## src/rtl/line_bcd_encoder_pkg.sv

```systemverilog
// line_bcd_encoder_pkg: shared code constant and FSM state encoding for the select-line encoder.
package robotron_sound_pkg;

    localparam logic [3:0] CODE_NONE = 4'hF;

    typedef enum logic [1:0] {
        ARMED    = 2'd0,
        PRESENT  = 2'd1,
        WAIT_REL = 2'd2
    } state_t;

endpackage

```

## src/rtl/line_bcd_encoder_if.sv

```systemverilog
// line_bcd_encoder_if: select lines in, BCD digit out over valid/ready.
// multi_err is present only when LINE_BCD_MULTI_ERR_EN is defined.
interface line_bcd_encoder_if;

    logic [9:0] in_n;
    logic [3:0] out_bcd;
    logic       out_valid;
    logic       out_ready;
`ifdef LINE_BCD_MULTI_ERR_EN
    logic       multi_err;

    modport master (input in_n, out_ready, output out_bcd, out_valid, multi_err);
    modport slave  (output in_n, out_ready, input out_bcd, out_valid, multi_err);
`else
    modport master (input in_n, out_ready, output out_bcd, out_valid);
    modport slave  (output in_n, out_ready, input out_bcd, out_valid);
`endif

endinterface

```

## src/rtl/line_bcd_encoder_sync.sv

```systemverilog
// sync_2ff: WIDTH-bit two-flop synchroniser; resets to all ones for idle-high lines.
module sync_2ff #(
    parameter int WIDTH = 1
) (
    input  logic             clk,
    input  logic             reset,
    input  logic [WIDTH-1:0] d,
    output logic [WIDTH-1:0] q
);

    logic [WIDTH-1:0] meta;

    always_ff @(posedge clk or posedge reset) begin
        if (reset) begin
            meta <= '1;
            q    <= '1;
        end else begin
            meta <= d;
            q    <= meta;
        end
    end

endmodule

```

## src/rtl/line_bcd_encoder.sv

```systemverilog
// line_bcd_encoder: debounced priority encoder of ten active-low select lines, one event per press.
// Optional LINE_BCD_MULTI_ERR_EN adds multi_err, flagging more than one line low in the accepted sample.
module line_bcd_encoder #(
    parameter int STABLE_CYCLES = 4,
    parameter int CNT_W         = 3
) (
    input logic                clk,
    input logic                reset,
    line_bcd_encoder_if.master bus
);

    import robotron_sound_pkg::*;

    logic [9:0]       lines;
    logic [3:0]       code;
    logic [3:0]       code_q;
    logic [CNT_W-1:0] cnt;
    logic [CNT_W-1:0] cnt_d;
    logic             stable;
    logic             load;
    logic             xfer;
    logic [3:0]       bcd;
    state_t           state;
    state_t           state_d;

    sync_2ff #(.WIDTH(10)) u_sync (
        .clk   (clk),
        .reset (reset),
        .d     (bus.in_n),
        .q     (lines)
    );

    always_comb begin
        code = CODE_NONE;
        for (int i = 0; i < 10; i++)
            if (!lines[i]) code = 4'(i);
    end

    // Judging stability on the count the register is about to take saves a cycle of latency.
    assign cnt_d  = (code != code_q) ? '0 :
                    (cnt == CNT_W'(STABLE_CYCLES)) ? cnt : cnt + 1'b1;
    assign stable = (cnt_d == CNT_W'(STABLE_CYCLES));
    assign xfer   = (state == PRESENT) && bus.out_ready;

    always_comb begin
        state_d = state;
        load    = 1'b0;
        case (state)
            ARMED: begin
                load    = stable && (code != CODE_NONE);
                state_d = load ? PRESENT : ARMED;
            end
            PRESENT:  state_d = bus.out_ready ? WAIT_REL : PRESENT;
            WAIT_REL: state_d = (stable && (code == CODE_NONE)) ? ARMED : WAIT_REL;
            default:  state_d = ARMED;
        endcase
    end

    always_ff @(posedge clk or posedge reset) begin
        if (reset) begin
            state  <= ARMED;
            code_q <= CODE_NONE;
            cnt    <= '0;
            bcd    <= CODE_NONE;
        end else begin
            state  <= state_d;
            code_q <= code;
            cnt    <= cnt_d;
            if (load) bcd <= code;
        end
    end

    assign bus.out_bcd   = bcd;
    assign bus.out_valid = (state == PRESENT);

`ifdef LINE_BCD_MULTI_ERR_EN
    logic multi;

    always_ff @(posedge clk or posedge reset) begin
        if (reset)
            multi <= 1'b0;
        else if (load)
            multi <= ($countones(~lines) > 1);
        else if (xfer)
            multi <= 1'b0;
    end

    assign bus.multi_err = multi;
`else
    logic unused_xfer;
    assign unused_xfer = xfer;
`endif

endmodule
```

## src/flat_wrapper.sv

```systemverilog
// flat-port wrapper written by rule: the top's interface ports become plain ports
module line_bcd_encoder_flat import robotron_sound_pkg::*;
#(
    parameter int STABLE_CYCLES = 4,
    parameter int CNT_W         = 3
)
  (clk, reset, bus_in_n, bus_out_ready, bus_out_bcd, bus_out_valid);
  line_bcd_encoder_if bus_i ();
  input logic clk;
  input logic reset;
  input wire logic [$bits(bus_i.in_n)-1:0] bus_in_n;
  input wire logic [$bits(bus_i.out_ready)-1:0] bus_out_ready;
  output wire logic [$bits(bus_i.out_bcd)-1:0] bus_out_bcd;
  output wire logic [$bits(bus_i.out_valid)-1:0] bus_out_valid;
  assign bus_i.in_n = bus_in_n;
  assign bus_i.out_ready = bus_out_ready;
  assign bus_out_bcd = bus_i.out_bcd;
  assign bus_out_valid = bus_i.out_valid;
  line_bcd_encoder #(.STABLE_CYCLES(STABLE_CYCLES), .CNT_W(CNT_W)) u_core (.clk(clk), .reset(reset), .bus(bus_i));
endmodule
```

## config.mk

```make
export PLATFORM = sky130hd
export DESIGN_NAME = line_bcd_encoder_flat
export DESIGN_NICKNAME = d
export VERILOG_FILES = /design/src/rtl/line_bcd_encoder_pkg.sv /design/src/rtl/line_bcd_encoder_if.sv /design/src/rtl/line_bcd_encoder_sync.sv /design/src/rtl/line_bcd_encoder.sv /design/src/flat_wrapper.sv
export SDC_FILE = /design/constraint.sdc
export NUM_CORES = 1
export LEC_CHECK = 0
export BUFFER_PORTS_ARGS = -buffer_cell sky130_fd_sc_hd__buf_2
export CAP_MARGIN = 15
export CORE_ASPECT_RATIO = 0.7
export CORE_MARGIN = 2
export CORE_UTILIZATION = 45
export CTS_CLUSTER_SIZE = 40
export DETAILED_ROUTE_END_ITERATION = 8
export SKIP_LAST_GASP = 1
export SLEW_MARGIN = 5
export SYNTH_ARGS = -nofsm -noshare
export SYNTH_HDL_FRONTEND = slang
export SYNTH_SLANG_ARGS = --single-unit
```

## constraint.sdc

```tcl
create_clock -name clk -period 4.8 [get_ports clk]
set_clock_uncertainty 0.05 [all_clocks]
set_input_delay 0.72 -clock clk [delete_from_list [all_inputs] [get_ports clk]]
set_output_delay 0.72 -clock clk [all_outputs]
set_load 0.1 [all_outputs]
```

==> results_dict.tcl, run 1 <==
set metrics [dict create \
    status "complete, no violations" \
    synth_largest_area_cell "dfstp_2" \
    dp.cells 155 \
    met2WireLength_um 902 \
    drv_slew 0 \
    fin_crit_sh 0.4804 \
    post-dp-hpwl_mm 1.571 \
    yosys_warnings 0 \
    synth_adder_area_share 0.01889 \
    synth_most_common_cell "dfstp_2" \
    final_util 0.5647 \
    hp-class "reg -> reg" \
    grtUsageTotal 0.1553 \
    ioPinCount 18 \
    cts_buffer_depth 2 \
    peakVddDrop_uv 237.9 \
    drc 0 \
    grt_overflow 0 \
    cts.clk_slew.worst_paths_ns 0.07 \
    start_util 0.4728 \
    worstSkewPairLatency_ns 0.28 \
    maxCapViolCount 0 \
    ys_ff_latch 33 \
    p_comb_frac 0.060 \
    yosys.area_share.simple 0.1690 \
    synth_top_family_by_area "simple AND/OR/NAND/NOR gates" \
    cts_tree "yes" \
    power_leakage_uw 0.0006998 \
    die_y_um 49.40 \
    yosys_most_used_dff "dfstp_2" \
    cts_sinks 33 \
    vias 838 \
    hold_viol 0 \
    syn_avg_cell_area_um2 13.12 \
    seq_area_frac_synth 0.6497 \
    die-area_um2 3401 \
    switching_share 0.2128 \
    crit_arrival_ns 2.47 \
    htree_num_levels 2 \
    startpoint_type "flop" \
    crit_required_ns 4.96 \
    switching_power_uw 130.3 \
    grt_pass1_vias 756 \
    rsz0062_at_grt "false" \
    final_nets 141 \
    cts_buffers 5 \
    vias_per_cell 5.141 \
    die_x_um 68.86 \
    power_frac_seq 0.502 \
    holdWs_ns 0.3058 \
    synth.distinct_cells 40 \
    placement.io_buffers 17 \
    muxShareOfSynthArea 0.01700 \
    syn_area_um2 1325 \
    grt_first_pass_wirelength_mm 3.608 \
    drt_wl_total_mm 2.135 \
    wl_per_cell_um 13.10 \
    area_growth_pct 19.45 \
    fp-row-count 16 \
    end_kind "flop" \
    antenna_left 0 \
    power_density_nw_per_um2 386.9 \
    firstDrtPassIters 4 \
    grt_antenna_before_repair 0 \
    synth_compound_area_frac 0.1190 \
    place.gp.congestion 0.7712 \
    finalNonFillerCells 163 \
    worst_slew_pin_slew_ns 0.5675 \
    netlist_instances 101 \
    max_clock_freq_mhz 433.7 \
    async_flop_share 1.000 \
    grt_max_degree 34 \
    clk_root_buffer_cell "clkbuf_8" \
    setup_viol 0 \
    total_power_uw 612.3 \
    synth_xor_area_frac 0.006610 \
    cts_setup_buffers 0 \
    drt-initial-drc-count 46 \
    diodes 0 \
    post_cts_resized 0 \
    critPathKind "reg -> reg" \
    synth_nets 116 \
    highest_layer "met3" \
    min_period_ns 2.306 \
    synth_edf_count 0 \
    synthTopCellsByCount "28 x dfstp_2, 7 x inv_1, 6 x nand2_1, 6 x nor2_1, 5 x dfrtp_1" \
    slew_headroom 0.6190 \
    hold_buffers 0 \
    synth_top_area_share 0.5552 \
    synth_area_leaders "dfstp_2 56%, dfrtp_1 9.4%, inv_1 2.0%" \
    fin_setup_tns_ns 0 \
    intPower_uw 482.0 \
    dr_wl_met3_um 132 \
    worst-path-max-fanout 5 \
    core_area_um2 2803 \
    drive_above_1_share 0.4961 \
    power_frac_clock 0.438 \
    wl_met1_mm 1.100 \
]
[cell usage in the layout (no fill, tap or decap), types with 2 or more instances in the layout]
master | synthesis | layout
a21oi_1 | 3 | 3
buf_2 | 0 | 17
clkbuf_8 | 0 | 6
dfrtp_1 | 5 | 5
dfstp_2 | 28 | 28
ha_1 | 2 | 2
inv_1 | 7 | 7
mux2_2 | 2 | 2
nand2_1 | 6 | 6
nand3_1 | 3 | 3
nor2_1 | 6 | 6
nor2b_1 | 3 | 3
nor3_1 | 4 | 4
o21ai_0 | 3 | 3
o22a_1 | 2 | 2
[power groups by stage]
stage / registers, µW / clock network, µW / logic (µW)
2_1_floorplan: 309 / 0 / 25.9
3_3_place_gp: 311 / 0 / 36.4
3_5_place_dp: 312 / 0 / 37.1
4_1_cts: 307 / 277 / 37.3
5_1_grt: 309 / 291 / 41.2
6_report: 307 / 268 / 36.5
[routing by layer]
metal	GRT usage	vias to the layer above
li1	-	408
met1	0.2260	407
met2	0.1971	23
met3	0.09007	0
met4	0.03922	0
met5	0	-
[sequential cells by signal (all words and copies together) (netlist names)]
signal,count
u_core.u_sync.meta,10
u_core.cnt,3
u_core.u_sync.q,10
u_core.state,2
u_core.bus.out_bcd,4
u_core.code_q,4
[cells by family (layout without fill, tap and decap cells)]
logic type               count (synthesis)  after routing
AO/OA/AOI/OAI                           20             20
XOR/XNOR                                 1              1
adder cells (fa/ha/maj)                  2              2
buffers and inverters                    7             33
flip-flops                              33             33
multiplexers                             2              2
AND/OR/NAND/NOR                         36             36
[through the flow]
stage / setup slack, ns / instance area, µm²
4_1_cts: 2.484 / 1583
2_1_floorplan: 2.249 / 1325
5_1_grt: 2.393 / 1583
3_5_place_dp: 2.506 / 1463
6_report: 2.494 / 1583
3_3_place_gp: 2.532 / 1463
[worst max-delay path: stages, from the launching register on]
cell     delay (ns)
dfrtp_1        0.39
inv_1          0.07
ha_1           0.24
nor3b_2        0.18
nor3_1         0.08
nor3_2         0.14
or4b_4         0.54
nor3_4         0.19
mux2_2         0.36
[worst paths after layout]
path / startpoint / endpoint / slack [ns] / cells after the start
max: u_core.cnt[0] / u_core.bus.out_bcd[2] / 2.49 / 8
min: u_core.u_sync.meta[9] / u_core.u_sync.q[9] / 0.31 / 0
max reg2reg: u_core.cnt[0] / u_core.bus.out_bcd[2] / 2.49 / 8
min reg2reg: u_core.u_sync.meta[9] / u_core.u_sync.q[9] / 0.31 / 0
max in group asynchronous: reset / u_core.bus.out_bcd[1] / 3.92 / 3
min in group asynchronous: reset / u_core.cnt[0] / 0.45 / 3
[final cells by class]
| class | count | area [µm²] |
|---|---|---|
| Multi-Input combinational cell | 61 | 437.9 |
| Clock buffer | 6 | 82.58 |
| Tap cell | 36 | 45.04 |
| Clock inverter | 2 | 37.54 |
| Timing Repair Buffer | 18 | 92.59 |
| Sequential cell | 33 | 860.8 |
| Fill cell | 241 | 1220 |
| Inverter | 7 | 26.28 |
(Power assumes the default switching activity.)
==> run 2: changes to the inputs <==
ABC_AREA = 1   (was default)
PLACE_DENSITY = 0.65   (was default)
clock period = 2.18 ns   (was 4.8 ns; I/O delays follow)
==> run 2 against run 1 <==
Maximum frequency is 24% higher. Wire length fell by 2.4%. Core utilization fell by 0.31 points. Cell area decreased by 2.0%. Setup slack worse by 2.2 ns. First-iteration DRC count fell by 11%. Synthesized area decreased by 2.4%. Power grew 120%. Register-to-register slack got worse by 2.2 ns. Flip-flop and latch count stayed put. Combinational power up 140%. Critical endpoint is now u_core.bus.out_bcd[1].
==> results_dict.tcl, run 2 <==
set metrics [dict create \
    power_frac_clock 0.435 \
    synth.distinct_cells 21 \
    post-dp-hpwl_mm 1.528 \
    status "complete, no violations" \
    async_flop_share 1.000 \
    grt_pass1_vias 893 \
    area_growth_pct 19.92 \
    end_kind "flop" \
    fp-row-count 16 \
    synth_top_area_share 0.5687 \
    cts_buffers 5 \
    layout_commonest_cell "nand2_1" \
    reg2reg_depth 13 \
    clk_root_buffer_cell "clkbuf_8" \
    switching_share 0.2132 \
    p_comb_frac 0.066 \
    synth_most_common_cell "nand2_1" \
    drt_wl_total_mm 2.083 \
    synthTopCellsByCount "40 x nand2_1, 28 x dfstp_2, 20 x inv_1, 7 x nor2_1" \
    critPathKind "reg -> reg" \
    placement.io_buffers 17 \
    min_period_ns 1.859 \
    finalNonFillerCells 188 \
    maxCapViolCount 0 \
    cts_buffer_depth 2 \
    ys_ff_latch 33 \
    die_x_um 68.09 \
    vias_per_cell 4.665 \
    multiInputGateArea_um2 354.1 \
    cts_sinks 33 \
    die-area_um2 3327 \
    peakVddDrop_uv 428.3 \
    cts_tree "yes" \
    slew_headroom 0.6019 \
    start_util 0.4683 \
    drive_above_1_share 0.4013 \
    syn_area_um2 1294 \
    grt_antenna_before_repair 0 \
    syn_avg_cell_area_um2 10.27 \
    post_cts_resized 0 \
    worst-path-max-fanout 5 \
    netlist_instances 126 \
    power_frac_seq 0.499 \
    diodes 0 \
    place.gp.congestion 0.7566 \
    vias 877 \
    setup_viol 0 \
    final_nets 166 \
    drc 0 \
    worstSkewPairLatency_ns 0.28 \
    cts.clk_slew.worst_paths_ns 0.07 \
    power_leakage_uw 0.0007667 \
    seq_area_frac_synth 0.6654 \
    synth_nets 141 \
    crit_arrival_ns 2.02 \
    htree_num_levels 2 \
    synth_largest_area_cell "dfstp_2" \
    power_density_nw_per_um2 867.4 \
    wl_per_cell_um 11.08 \
    hold_buffers 0 \
    cts_setup_buffers 0 \
    synth_edf_count 0 \
    grtUsageTotal 0.1576 \
    grt_max_degree 19 \
    grt_overflow 0 \
    fin_setup_tns_ns 0 \
    yosys_warnings 0 \
    antenna_left 0 \
    synth_area_leaders "dfstp_2 57%, nand2_1 12%, dfrtp_1 9.7%" \
    startpoint_type "flop" \
    core_area_um2 2763 \
    layout_common_cells "40 x nand2_1, 28 x dfstp_2, 20 x inv_1" \
    ioPinCount 18 \
    top_regs "u_core.u_sync.meta: 10 flops, u_core.u_sync.q: 10 flops" \
    firstDrtPassIters 4 \
    dp.cells 180 \
    worst_slew_pin_slew_ns 0.5966 \
    hp-class "in -> async" \
    grt_first_pass_wirelength_mm 3.698 \
    nFillCells 249 \
    switching_power_uw 286.9 \
    die_y_um 48.86 \
    rsz0062_at_grt "false" \
    intPower_uw 1059 \
    crit_required_ns 2.35 \
    seqCellArea_um2 860.8 \
    drv_slew 0 \
    drt-initial-drc-count 41 \
    hold_viol 0 \
    fin_crit_sh 0.8526 \
    yosys_most_used_dff "dfstp_2" \
    max_clock_freq_mhz 538.0 \
]
[run 2: cell types whose count changed in the layout (fill, tap and decap cells not counted), sizes merged, moves of 2 or more]
cell / delta
o22a: -2
nor2: +4
nand4: +5
nand2: +35
nor3: -5
inv: +14
nor2b: -3
mux2: -2
a21o: -2
[run 2: critical path, cell delays in order (launching register included)]
cell and delay, ns:
dfstp_2 0.55, nand2_1 0.07, o21ai_1 0.15, nand2_1 0.09, inv_2 0.09, nand2_1 0.05, nand2_1 0.05, nand2_1 0.06
nor2_2 0.11, nand2_1 0.07, nor2_2 0.12, nand4_2 0.15, nand2_1 0.12, nand2_1 0.06
[run 2: cell families after synthesis]
logic type | after synthesis | share of synthesized area
AO/OA/AOI/OAI | 6 | 0.02514
XOR/XNOR | 1 | 0.006771
adder cells (fa/ha/maj) | 2 | 0.01934
buffers and inverters | 21 | 0.06092
flip-flops | 33 | 0.6654
AND/OR/NAND/NOR | 63 | 0.2224
[run 2: through the flow]
| stage | total power [µW] | cell area [µm²] | util | setup WS (ns) | hold slack [ns] |
|---|---|---|---|---|---|
| floorplan | 740.9 | 1294 | - | 0.1180 | 0.2815 |
| global placement | 766.2 | 1431 | 0.5181 | 0.4307 | 0.2959 |
| detailed placement | 770.8 | 1431 | 0.5181 | 0.3390 | 0.2975 |
| CTS | 1371 | 1551 | 0.5616 | 0.3201 | 0.06075 |
| global route | 1413 | 1551 | 0.5616 | 0.1376 | 0.06757 |
| finish | 1346 | 1551 | 0.5616 | 0.3214 | 0.05465 |
[run 2: area by class of cell]
class / instances / area share
clock buffers: 6 / 0.05323
clock inverters: 2 / 0.02419
well taps: 36 / 0.02903
flip-flops and latches: 33 / 0.5548
multi-input cells: 72 / 0.2282
inverters: 21 / 0.05081
repair buffers: 18 / 0.05968
[run 2: worst paths after layout]
check                                           start                     to  slack [ns]
worst max-delay path               u_core.u_sync.q[1]  u_core.bus.out_bcd[1]        0.32
worst min-delay path                            reset        u_core.state[0]        0.05
worst max register to register     u_core.u_sync.q[1]  u_core.bus.out_bcd[1]        0.32
worst min register to register  u_core.u_sync.meta[8]     u_core.u_sync.q[8]        0.31
max in group asynchronous                       reset     u_core.u_sync.q[0]        1.31
min in group clk                          bus_in_n[6]  u_core.u_sync.meta[6]        0.09
[run 2: per-layer routing]
metal / vias to the layer above / global-route usage / share of wire
li1: 437 / - / -
met1: 413 / 0.1864 / 0.47
met2: 22 / 0.2460 / 0.46
met3: 5 / 0.06236 / 0.052
met4: 0 / 0.08000 / 0.017
met5: - / 0 / 0
[run 2: power by group through the flow]
stage          Sequential (µW)  Clock (µW)  Combinational, µW
6_report                   672         585               88.8
5_1_grt                    676         634                103
2_1_floorplan              682           0               59.0
3_3_place_gp               680           0               86.4
3_5_place_dp               681           0               89.6
4_1_cts                    672         609               89.8
==> run 3: changes to the inputs <==
CELL_PAD_IN_SITES_DETAIL_PLACEMENT = 1   (was default)
CELL_PAD_IN_SITES_GLOBAL_PLACEMENT = 2   (was default)
CORE_UTILIZATION = 31   (was 45)
PLACE_DENSITY = default   (was 0.65)
PLACE_DENSITY_LB_ADDON = 0.1   (was default)
clock period = 1.59 ns   (was 2.18 ns; I/O delays follow)
==> run 3 against run 2 <==
The run now ends with setup timing left. Clock power increased by 3%. Cell area increased by 15%. Combinational power increased by 110%. Count of clock-buffer cells in the layout decreased by 1. Register-to-register slack got worse by 0.57 ns. Via count increased by 6.3%. Critical path depth decreased by 1. First-iteration DRC count decreased by 51%. Global-route usage decreased by 3.0 points. Non-clock buffer count increased by 22. Critical endpoint is now u_core.bus.out_bcd[3]. Wire length increased by 21%. Setup slack got worse by 0.57 ns.
==> results_dict.tcl, run 3 (synthesis results as in run 2) <==
set metrics [dict create \
    status "complete, but fails checks" \
    violations "setup timing" \
    worst-path-max-fanout 5 \
    p_comb_frac 0.108 \
    area_growth_pct 38.01 \
    switching_power_uw 425.5 \
    drv_slew 0 \
    power_frac_clock 0.353 \
    crit_required_ns 1.77 \
    dp.cells 206 \
    setup_ws_ns -0.2447 \
    reg2reg_depth 12 \
    antenna_left 0 \
    crit_arrival_ns 2.01 \
    post_dp_cell_area_um2 1529 \
    maxCapViolCount 0 \
    post-dp-hpwl_mm 1.783 \
    rrSetupSlack_ns -0.24 \
    cts.clk_slew.worst_paths_ns 0.07 \
    diodes 0 \
    grt_overflow 0 \
    firstDrtPassIters 4 \
    top_regs "u_core.u_sync.meta: 10 flops, u_core.u_sync.q: 10 flops" \
    grtUsageTotal 0.1272 \
    hp-class "in -> reg" \
    drt-initial-drc-count 20 \
    r2r-end "u_core.bus.out_bcd[3]" \
    grt_pass1_vias 919 \
    min_path_cells 2 \
    hold_viol 0 \
    final_cell_area_um2 1785 \
    power_frac_seq 0.539 \
    total_power_uw 1712 \
    grt_antenna_before_repair 0 \
    drt_wl_total_mm 2.530 \
    htree_num_levels 2 \
    cts_sinks 33 \
    drc 0 \
    min_period_ns 1.835 \
    regToRegStartpoint "u_core.u_sync.q[6]" \
    critPathCapture "u_core.bus.out_bcd[3]" \
    rsz0062_at_grt "true" \
    fin_crit_sh 1.154 \
    start_util 0.3259 \
    nFillCells 457 \
    peakVddDrop_uv 637.3 \
    holdWs_ns 0.1083 \
    core_area_um2 3970 \
    layout_common_cells "34 x nand2_1, 28 x dfstp_2, 18 x inv_1" \
    startpoint_type "flop" \
    die-area_um2 4715 \
    die_y_um 58.05 \
    power_density_nw_per_um2 959.0 \
    cts_buffers 5 \
    place.gp.congestion 0.7493 \
    drive_above_1_share 0.4828 \
    cts_tree "yes" \
    max_clock_freq_mhz 545.1 \
    layout_commonest_cell "nand2_1" \
    grt_max_degree 34 \
    worst_slew_pin_slew_ns 0.4875 \
    cts_buffer_depth 2 \
    finalNonFillerCells 226 \
    intPower_uw 1287 \
    vias_per_cell 4.124 \
    placement.io_buffers 17 \
    fin_setup_tns_ns -1.559 \
    vias 932 \
    wl_per_cell_um 11.19 \
    die_x_um 81.22 \
    crit_start "u_core.u_sync.q[6]" \
    setup_viol 9 \
    final_nets 188 \
    switching_share 0.2485 \
    critPathKind "reg -> reg" \
    end_kind "flop" \
    worstSkewPairLatency_ns 0.28 \
    clk_root_buffer_cell "clkbuf_8" \
    fp-row-count 19 \
    ioPinCount 18 \
    power_leakage_uw 0.0008640 \
    grt_first_pass_wirelength_mm 4.291 \
    slew_headroom 0.6772 \
]
-- run 3: routing by layer --
| metal | up-vias | global-route usage | wire length, µm |
|---|---|---|---|
| met5 | - | 0 | 0 |
| met4 | 0 | 0.05811 | 35 |
| met3 | 4 | 0.04829 | 115 |
| met2 | 20 | 0.1747 | 1095 |
| met1 | 431 | 0.1775 | 1284 |
| li1 | 477 | - | - |
-- run 3: power by group through the flow --
| stage | Combinational [µW] | Sequential (µW) | Clock, µW |
|---|---|---|---|
| 2_1_floorplan | 80.9 | 935 | 0 |
| 3_3_place_gp | 146 | 932 | 0 |
| 3_5_place_dp | 148 | 934 | 0 |
| 4_1_cts | 170 | 922 | 626 |
| 5_1_grt | 209 | 926 | 671 |
| 6_report | 185 | 922 | 605 |
-- run 3: worst min-delay path by stage --
stage / start / end / slack [ns]
floorplan: bus_in_n[0] / u_core.u_sync.meta[0] / 0.19
global placement: reset / u_core.state[1] / 0.29
detailed placement: reset / u_core.state[1] / 0.30
CTS: bus_in_n[3] / u_core.u_sync.meta[3] / 0.002
global route: bus_out_ready / u_core.state[0] / 0.12
finish: bus_out_ready / u_core.state[0] / 0.11
-- run 3: critical path, stage by stage, from the launching register on --
cell     delay [ns]
dfstp_2        0.54
nand2_2        0.05
nor2_2         0.12
o21ai_1        0.07
nand2_1        0.11
nand2_1        0.06
nand2_1        0.07
nand2_1        0.06
nor2_2         0.13
nand3_2        0.13
nor2_4         0.17
nand4_1        0.14
nand2_1        0.09
-- run 3: timing repair --
item,in CTS,in global routing
endpoints found under the setup margin,9,10
buffers inserted,0,2
pin swaps,8,7
hold endpoints to repair,13,2
hold buffers,9,2
gates resized for setup,6,12
-- run 3: metrics by stage --
step / util / setup slack [ns]
final: 0.4497 / -0.2447
after floorplan: - / -0.03585
after detailed placement: 0.3851 / -0.2665
after global placement: 0.3851 / -0.2466
after CTS: 0.4337 / -0.2612
after global routing: 0.4497 / -0.3926
-- run 3: cell type report --
type	instances	area (µm²)	area share
flip-flops and latches	33	860.8	0.4821
multi-input cells	72	402.9	0.2256
repair buffers	40	291.5	0.1633
inverters	21	78.83	0.04415
clock buffers	5	68.82	0.03854
well taps	52	65.06	0.03644
clock inverters	3	17.52	0.009811
